==> src/rtl/rename_map_ckpt.sv <==
// rename_map_ckpt: speculative register alias table with branch checkpoints, 1-cycle mispredict restore and committed-RAT recovery.
// Optional perf counters (perf_ckpt_full_stall, perf_mispredict) are built when RENAME_CKPT_PERF_EN is defined.
module rename_map_ckpt #(
    parameter int RENAME_WIDTH = 2,
    parameter int COMMIT_WIDTH = 2,
    parameter int ARF_SIZE = 32,
    parameter int PRF_SIZE = 64,
    parameter int CKPT_DEPTH = 4,
    localparam int PRF_IDX = $clog2(PRF_SIZE),
    localparam int ARF_IDX = $clog2(ARF_SIZE),
    localparam int TAG = $clog2(CKPT_DEPTH),
    localparam int SLOT_W = RENAME_WIDTH > 1 ? $clog2(RENAME_WIDTH) : 1
) (
    input  logic                            clock,
    input  logic                            reset,
    input  logic                            stall,
    input  logic                            recover,
    input  logic [RENAME_WIDTH-1:0]         rn_valid,
    input  logic [RENAME_WIDTH-1:0]         rd_valid,
    input  logic [RENAME_WIDTH*ARF_IDX-1:0] rs1,
    input  logic [RENAME_WIDTH*ARF_IDX-1:0] rs2,
    input  logic [RENAME_WIDTH*ARF_IDX-1:0] rd,
    input  logic [RENAME_WIDTH*PRF_IDX-1:0] prd_in,
    input  logic                            ckpt_req,
    input  logic [SLOT_W-1:0]               ckpt_slot,
    output logic                            rn_accept,
    output logic [RENAME_WIDTH*PRF_IDX-1:0] prs1,
    output logic [RENAME_WIDTH*PRF_IDX-1:0] prs2,
    output logic [RENAME_WIDTH*PRF_IDX-1:0] prd,
    output logic [RENAME_WIDTH*PRF_IDX-1:0] prev_prd,
    output logic [TAG-1:0]                  ckpt_tag,
    output logic                            ckpt_full,
    input  logic                            br_valid,
    input  logic [TAG-1:0]                  br_tag,
    input  logic                            br_mispredict,
    input  logic [COMMIT_WIDTH-1:0]         retire_valid,
    input  logic [COMMIT_WIDTH*ARF_IDX-1:0] retire_arf,
    input  logic [COMMIT_WIDTH*PRF_IDX-1:0] retire_prf
`ifdef RENAME_CKPT_PERF_EN
    ,
    output logic [31:0]                     perf_ckpt_full_stall,
    output logic [31:0]                     perf_mispredict
`endif
);
    logic [PRF_IDX-1:0] map [ARF_SIZE];
    logic [PRF_IDX-1:0] crat [ARF_SIZE];
    logic [PRF_IDX-1:0] crat_next [ARF_SIZE];
    logic [PRF_IDX-1:0] snap [CKPT_DEPTH][ARF_SIZE];
    logic [PRF_IDX-1:0] stage [RENAME_WIDTH+1][ARF_SIZE];
    logic [RENAME_WIDTH-1:0] wr;
    logic [CKPT_DEPTH-1:0] valid, kill;
    logic [TAG:0] head, tail, tail_rb, drop;
    logic [TAG-1:0] br_off, k_off;
    logic mp;

    assign ckpt_full = (tail - head) == (TAG+1)'(CKPT_DEPTH);
    assign ckpt_tag = tail[TAG-1:0];
    assign mp = br_valid & br_mispredict & valid[br_tag];
    assign rn_accept = (|rn_valid) & ~stall & ~recover & ~(br_valid & br_mispredict) & ~(ckpt_req & ckpt_full);

    // Apply each slot's dest write in order; stage[i] is the map as seen by slot i
    always_comb begin
        stage[0] = map;
        for (int i = 0; i < RENAME_WIDTH; i++) begin
            wr[i] = rn_valid[i] & rd_valid[i] & (rd[i*ARF_IDX +: ARF_IDX] != '0);
            stage[i+1] = stage[i];
            if (wr[i]) stage[i+1][rd[i*ARF_IDX +: ARF_IDX]] = prd_in[i*PRF_IDX +: PRF_IDX];
        end
    end

    // Renamed operands, zero for empty slots or slots without a destination
    always_comb begin
        for (int i = 0; i < RENAME_WIDTH; i++) begin
            prs1[i*PRF_IDX +: PRF_IDX] = rn_valid[i] ? stage[i][rs1[i*ARF_IDX +: ARF_IDX]] : '0;
            prs2[i*PRF_IDX +: PRF_IDX] = rn_valid[i] ? stage[i][rs2[i*ARF_IDX +: ARF_IDX]] : '0;
            prd[i*PRF_IDX +: PRF_IDX] = wr[i] ? prd_in[i*PRF_IDX +: PRF_IDX] : '0;
            prev_prd[i*PRF_IDX +: PRF_IDX] = wr[i] ? stage[i][rd[i*ARF_IDX +: ARF_IDX]] : '0;
        end
    end

    // Committed RAT after this cycle's retires; the higher slot wins, x0 stays pinned
    always_comb begin
        crat_next = crat;
        for (int c = 0; c < COMMIT_WIDTH; c++)
            if (retire_valid[c] && retire_arf[c*ARF_IDX +: ARF_IDX] != '0)
                crat_next[retire_arf[c*ARF_IDX +: ARF_IDX]] = retire_prf[c*PRF_IDX +: PRF_IDX];
    end

    // Mispredict rollback: tail returns to br_tag, which and everything younger is killed
    always_comb begin
        br_off = br_tag - head[TAG-1:0];
        tail_rb = head + {1'b0, br_off};
        drop = tail - tail_rb;
        k_off = '0;
        for (int k = 0; k < CKPT_DEPTH; k++) begin
            k_off = TAG'(k) - br_tag;
            kill[k] = {1'b0, k_off} < drop;
        end
    end

    // Map, committed RAT and checkpoint queue state
    always_ff @(posedge clock) begin
        if (reset) begin
            for (int i = 0; i < ARF_SIZE; i++) begin
                map[i] <= PRF_IDX'(i);
                crat[i] <= PRF_IDX'(i);
            end
            valid <= '0;
            head <= '0;
            tail <= '0;
        end else begin
            crat <= crat_next;
            if (recover) begin
                map <= crat_next;
                valid <= '0;
                head <= '0;
                tail <= '0;
            end else if (mp) begin
                map <= snap[br_tag];
                valid <= valid & ~kill;
                tail <= tail_rb;
            end else begin
                if (rn_accept) map <= stage[RENAME_WIDTH];
                if (br_valid) valid[br_tag] <= 1'b0;
                if (rn_accept && ckpt_req) begin
                    snap[tail[TAG-1:0]] <= stage[int'(ckpt_slot) + 1];
                    valid[tail[TAG-1:0]] <= 1'b1;
                    tail <= tail + 1'b1;
                end
                if (head != tail && !valid[head[TAG-1:0]]) head <= head + 1'b1;
            end
        end
    end

`ifdef RENAME_CKPT_PERF_EN
    // Saturating event counters for checkpoint-full stalls and taken mispredicts
    always_ff @(posedge clock) begin
        if (reset) begin
            perf_ckpt_full_stall <= '0;
            perf_mispredict <= '0;
        end else begin
            if (ckpt_req && ckpt_full && |rn_valid && ~&perf_ckpt_full_stall)
                perf_ckpt_full_stall <= perf_ckpt_full_stall + 1'b1;
            if (mp && !recover && ~&perf_mispredict) perf_mispredict <= perf_mispredict + 1'b1;
        end
    end
`endif
endmodule

==> config.mk <==
export PLATFORM = sky130hd
export DESIGN_NAME = rename_map_ckpt
export DESIGN_NICKNAME = d
export VERILOG_FILES = /design/src/rtl/rename_map_ckpt.sv
export SDC_FILE = /design/constraint.sdc
export NUM_CORES = 2
export LEC_CHECK = 0
export BUFFER_PORTS_ARGS = -buffer_cell sky130_fd_sc_hd__buf_2
export CORE_MARGIN = 8
export CORE_UTILIZATION = 42
export DETAILED_ROUTE_END_ITERATION = 16
export HOLD_SLACK_MARGIN = 0.03
export PLACE_DENSITY = 0.64
export SYNTH_ARGS = -nofsm -noshare
export SYNTH_HDL_FRONTEND = slang
export SYNTH_SLANG_ARGS = --single-unit
==> constraint.sdc <==
create_clock -name clock -period 8.4 [get_ports clock]
set_clock_uncertainty 0.05 [all_clocks]
set_input_delay 2.1 -clock clock [delete_from_list [all_inputs] [get_ports clock]]
set_output_delay 2.1 -clock clock [all_outputs]
set_load 0.005 [all_outputs]
# ---- Word level (Yosys, flattened, before mapping)
# Memory sizes are Yosys's and may differ from the RTL's.
# Index checks and enable logic that the tools add are counted.
dict set report totals {
  ram_bits 768
  ff_bits 394
  n_memories 1
  output_inout_bits 52
}
# memory depth width read_ports rd_clocked_by_memory_dff write_ports line
set mem_list {}
lappend mem_list {snap 4 192 1 0 1 48} ;# logic [PRF_IDX-1:0] snap [CKPT_DEPTH][ARF_SIZE];
dict set report classes {
  eq_ne 2
  add_sub_neg 11
  order_cmp 22
  n_reduce_logical 20
  muxes 69
  bitwise_logic 30
}
# op n
set op_table {}
lappend op_table {{2-to-1 mux 192 bit} 9}
lappend op_table {{bitwise mux 192 bit} 4}
lappend op_table {{binary-select mux 192 bit (select 2 bit)} 1}
lappend op_table {{binary-select mux 6 bit (select 5 bit)} 6}
lappend op_table {{2-to-1 mux 6 bit} 24}
lappend op_table {{demux 6 bit (select 5 bit)} 4}
lappend op_table {{greater-or-equal comparator 6 bit (second input constant)} 8}
lappend op_table {{inverter 5 -> 6 bit} 8}
lappend op_table {{greater-or-equal comparator 32 x 3 -> 1 bit (second input constant)} 1}
lappend op_table {{inverter 2 -> 32 bit} 1}
lappend op_table {{less-than comparator 6 x 1 -> 1 bit (second input constant)} 4}
lappend op_table {{2-to-1 mux 4 bit} 6}
lappend op_table {{nonzero test 5 bit} 4}
lappend op_table {{less-than comparator 2 x 3 -> 1 bit} 4}
lappend op_table {{bitwise AND 1 bit} 11}
lappend op_table {{logical AND 1 bit} 10}
lappend op_table {{less-than comparator 2 x 3 -> 1 bit (second input constant)} 3}
lappend op_table {{2-to-1 mux 1 bit} 9}
lappend op_table {{bitwise AND 4 bit} 2}
lappend op_table {{inverter 4 bit} 2}
lappend op_table {{adder 3 x 1 -> 3 bit (second input constant)} 2}
lappend op_table {{2-to-1 mux 3 bit} 2}
lappend op_table {{subtractor 3 bit} 2}
lappend op_table {{inverter 1 bit} 5}
lappend op_table {{other kinds (16)} 22}

# ---- Depth between registers and ports, before layout
dict set report depth {
  depth_word 13
  depth_mapped 15
  ltp_nobuf 11
}

# ---- Worst setup path before layout
# Ideal clock, no wire load.
dict set report synth_path {
  path_kind {input to register}
  from {input rn_valid[0]}
  to {memory snap[0][0] in the netlist's numbering (enable)}
  t_arrival_ns 8.073
  path_slack_ns -0.298
  setup_time_ns 0.576
  stages 8
  required_ns 7.774
  cell_sequence {buf_2 > clkbuf_1 > o21ai_0 > a41oi_1 > and2_0 > clkbuf_1 > and3_1 > and2_1}
}
dict set report synth_between {
  elab_chain_len 11
}
# item line
set synth_rtl {}
lappend synth_rtl {{start: declaration} 18} ;# input logic [RENAME_WIDTH-1:0] rn_valid,
lappend synth_rtl {{OR reduction 2 bit} 59} ;# assign rn_accept = (|rn_valid) & ~stall & ~recover & ~(br_valid & br_mispredict) & ~(ckpt_req & ckpt_full);
lappend synth_rtl {{bitwise AND 1 bit (4 in a row)} 59}
lappend synth_rtl {{logical AND 1 bit} 125} ;# if (rn_accept && ckpt_req) begin
lappend synth_rtl {{2-to-1 mux 1 bit} 125}
lappend synth_rtl {{2-to-1 mux 1 bit} 118} ;# end else if (mp) begin
lappend synth_rtl {{2-to-1 mux 1 bit} 113} ;# if (recover) begin
lappend synth_rtl {{2-to-1 mux 1 bit} 103} ;# if (reset) begin
lappend synth_rtl {{2-to-1 mux 1 bit (implied by the code)} 126} ;# snap[tail[TAG-1:0]] <= stage[int'(ckpt_slot) + 1];
lappend synth_rtl {{end: declaration} 48}
# Every way passes these cells.

# ---- Final worst setup path
dict set report layout_path {
  from {input rn_valid[0]}
  to {output prev_prd[6]}
}
dict set report layout_between {
  elab_chain_len 7
}
# item line
set layout_rtl {}
lappend layout_rtl {{bitwise AND 1 bit (2 in a row)} 65} ;# wr[i] = rn_valid[i] & rd_valid[i] & (rd[i*ARF_IDX +: ARF_IDX] != '0);
lappend layout_rtl {{2-to-1 mux 192 bit} 67} ;# if (wr[i]) stage[i+1][rd[i*ARF_IDX +: ARF_IDX]] = prd_in[i*PRF_IDX +: PRF_IDX];
lappend layout_rtl {{binary-select mux 6 bit (select 5 bit)} 77} ;# prev_prd[i*PRF_IDX +: PRF_IDX] = wr[i] ? stage[i][rd[i*ARF_IDX +: ARF_IDX]] : '0;
lappend layout_rtl {{2-to-1 mux 6 bit (implied by the code) (2 in a row)} 77}
lappend layout_rtl {{2-to-1 mux 6 bit} 77}
lappend layout_rtl {{end: declaration} 30} ;# output logic [RENAME_WIDTH*PRF_IDX-1:0] prev_prd,
# Every way passes these cells. The select of a mux whose other input is x is not followed.

==> flow_summary_export.csv <==
group,metric,value,unit
run_status,status,"finished clean",
yosys,syn_area,0.0651,mm²
critical_path,crit_arrival,6.08,ns
die,die_w,410,µm
clocking,clk_latency,0.79,ns
worst_hold_path,hp-class,"flop to flop",
global_route,grt_start_max_net_pins,155,
placement,dp_hpwl,224,mm
routing,vias_per_cell,6.95,
sta,relSlewSlack,8.50,%
critical_path,crit_type,"input pin to output port",
yosys,postSynthAreaPerCell,11.1,µm²
placement,io_buffers,131,
sta,drv_slew,0,
routing,final_antenna_net_count,0,
global_route,grt_pass1_vias,51800,
yosys,synth_edf_count,768,
die,die-area,0.168,mm²
routing,drt-initial-drc-count,7989,
critical_path,crit_family,"compound AO/OA/AOI/OAI gates",
global_route,grt_first_pass_wirelength,428,mm
critical_path,path_common_cell,"buf_4",
routing,drt_pass1_iterations,7,
power_and_ir_drop,powerDensity,191,mW/mm²
clocking,cts_hold_buf,0,
clocking,cts_setup_buffers,0,
cells_and_area,drive_gt1_share,20.1,%
critical_path,crit_chain,"buf_2 -> buf_4 -> nand4_4 -> buf_4 -> nor2_2 -> mux2i_1 -> mux4_2 -> nor3_1 -> a21oi_1 -> a2111oi_2 -> buf_4 -> buf_2",
sta,rsz0062_at_grt,"false",
die,core,0.154,mm²
yosys,syn_inst,5855,
critical_path,critPathRequiredTime,6.25,ns
clocking,cts_buffers,119,
cells_and_area,nets,5925,
critical_path,r2r_slack,4.42,ns
yosys,synth.distinct_cells,91,
sta,setup_viol,0,
sta,post-route-min-period,8.23,ns
routing,routedWlPerCell,39.2,µm
placement,gp_congestion,1.08,
cells_and_area,layout_common_cells,"edfxtp_1, nor2_1, a21oi_1",
cells_and_area,fillCellCount,14000,
global_route,antenna_found_initial,33,
clocking,clk_pin_slew_worst_paths,0.06,ns
routing,via_count,55600,
cells_and_area,final_cells,7998,
placement,dp_slack,0.425,ns
sta,tightest_slew,1.36,ns
clocking,cts.sinks,1162,
critical_path,crit_path_max_fanout,18,
sta,setup_tns,0,ns
die,chipHeight,410,µm
clocking,cts-resized-gates,0,
cells_and_area,utilization,47.3,%
global_route,grt_use_total,35.8,%
power_and_ir_drop,ir_worst_vdd,213,µV
die,top_level_ports,132,
clocking,cts_tree,"done",
global_route,grt-ovfl-total,0,
power_and_ir_drop,leakagePower,0.0251,µW
placement,dp_cells,7747,
yosys,syn_nets,5956,
die,start_util,42.3,%
sta,fmax,0.122,GHz
sta,hold_viol,0,
critical_path,worstSetupEndpointType,"output port",
yosys,seq_area_frac_synth,47.5,%
clocking,htreeDepth,3,
critical_path,path_buf_inv,5,
critical_path,crit_path_start_kind,"input pin",
yosys,synth_flop_cell,"edfxtp_1",
clocking,clockRootBuffer,"clkbuf_16",
job,max_cap_violations,0,
routing,drc,0,
cells_and_area,final_common_cell,"edfxtp_1",
critical_path,cp_slowest_cell,"a2111oi_2",
yosys,ys_seq_elements,1162,
die,row_count,144,
yosys,async_flop_share,0,%
yosys,yosys_warnings,0,
sta,period_share,97.9,%
critical_path,critPathMaxStageDelay,0.95,ns
routing,routed_wl,313,mm
sta,fin_ws,0.174,ns
clocking,cts_buffer_depth,3,
cells_and_area,area_growth,11.9,%
[final timing paths]
check,cells past startpoint,startpoint,to
setup reg to reg,11,tail[0],map[72]
setup / recovery,12,rn_valid[0],prev_prd[6]
hold / removal,1,crat[191],crat[191]
hold reg to reg,1,crat[191],crat[191]
[cell usage after synthesis, drive strengths merged, types with 32 or more instances]
cell	number	area [µm²]
a211o	70	613
a211oi	243	1830
a21oi	499	2500
a22oi	52	390
a31oi	32	200
and2	78	488
buf	132	572
clkbuf	460	1730
dfxtp	394	7890
edfxtp	768	23100
mux2	118	1330
mux2i	403	4030
mux4	375	8450
nand2	305	1140
nand2b	65	407
nand3	106	536
nor2	726	2840
nor2b	36	225
nor3	174	871
o211ai	74	556
o21ai	209	1050
o22ai	70	438
[cell type report]
type | count | area, µm² | area share [%]
repair buffers | 440 | 3320 | 4.56
inverters | 25 | 98.8 | 0.136
clock buffers | 140 | 3110 | 4.26
multi-input cells | 4076 | 31800 | 43.7
diodes | 25 | 62.6 | 0.0858
well taps | 2044 | 2560 | 3.51
clock inverters | 86 | 930 | 1.28
flip-flops and latches | 1162 | 30900 | 42.5
[routing by layer]
metal  GRT usage, %  up-vias  wire length [µm]
li1               -    22600                 -
met1           46.0    28000            118000
met2           53.5     3935            135000
met3           10.5     1046             36500
met4           21.5       24             23400
met5              0        -               154
[power by group]
part | total, µW | internal [µW] | leakage (µW) | switching, µW
logic | 2030 | 669 | 0.0131 | 1360
registers | 6400 | 6180 | 0.0101 | 216
clock network | 5510 | 3140 | 0.00196 | 2360
[sequential cells by signal, indices dropped and copies added, names as in the netlist]
signal	flops
crat	192
head	3
map	192
snap	768
tail	3
valid	4
[cell families after synthesis]
family / Yosys count / share of synthesized area (%)
AND/OR/NAND/NOR: 1626 / 11.6
AO/OA/AOI/OAI: 1516 / 15.3
XOR/XNOR: 17 / 0.229
adder cells (fa/ha/maj): 21 / 0.438
multiplexers: 896 / 21.2
flip-flops: 1162 / 47.5
buffers and inverters: 617 / 3.67
[stage by stage]
stage          hold slack, ns  instance area [µm²]  total power (µW)
6_report                0.420                72900             13900
5_1_grt                 0.436                72800             14200
4_1_cts                 0.420                72800             13900
3_5_place_dp            0.410                68800              8450
3_3_place_gp            0.404                68800              8440
2_1_floorplan           0.388                65100              7460
No activity file was read; power rests on OpenSTA's default activity.
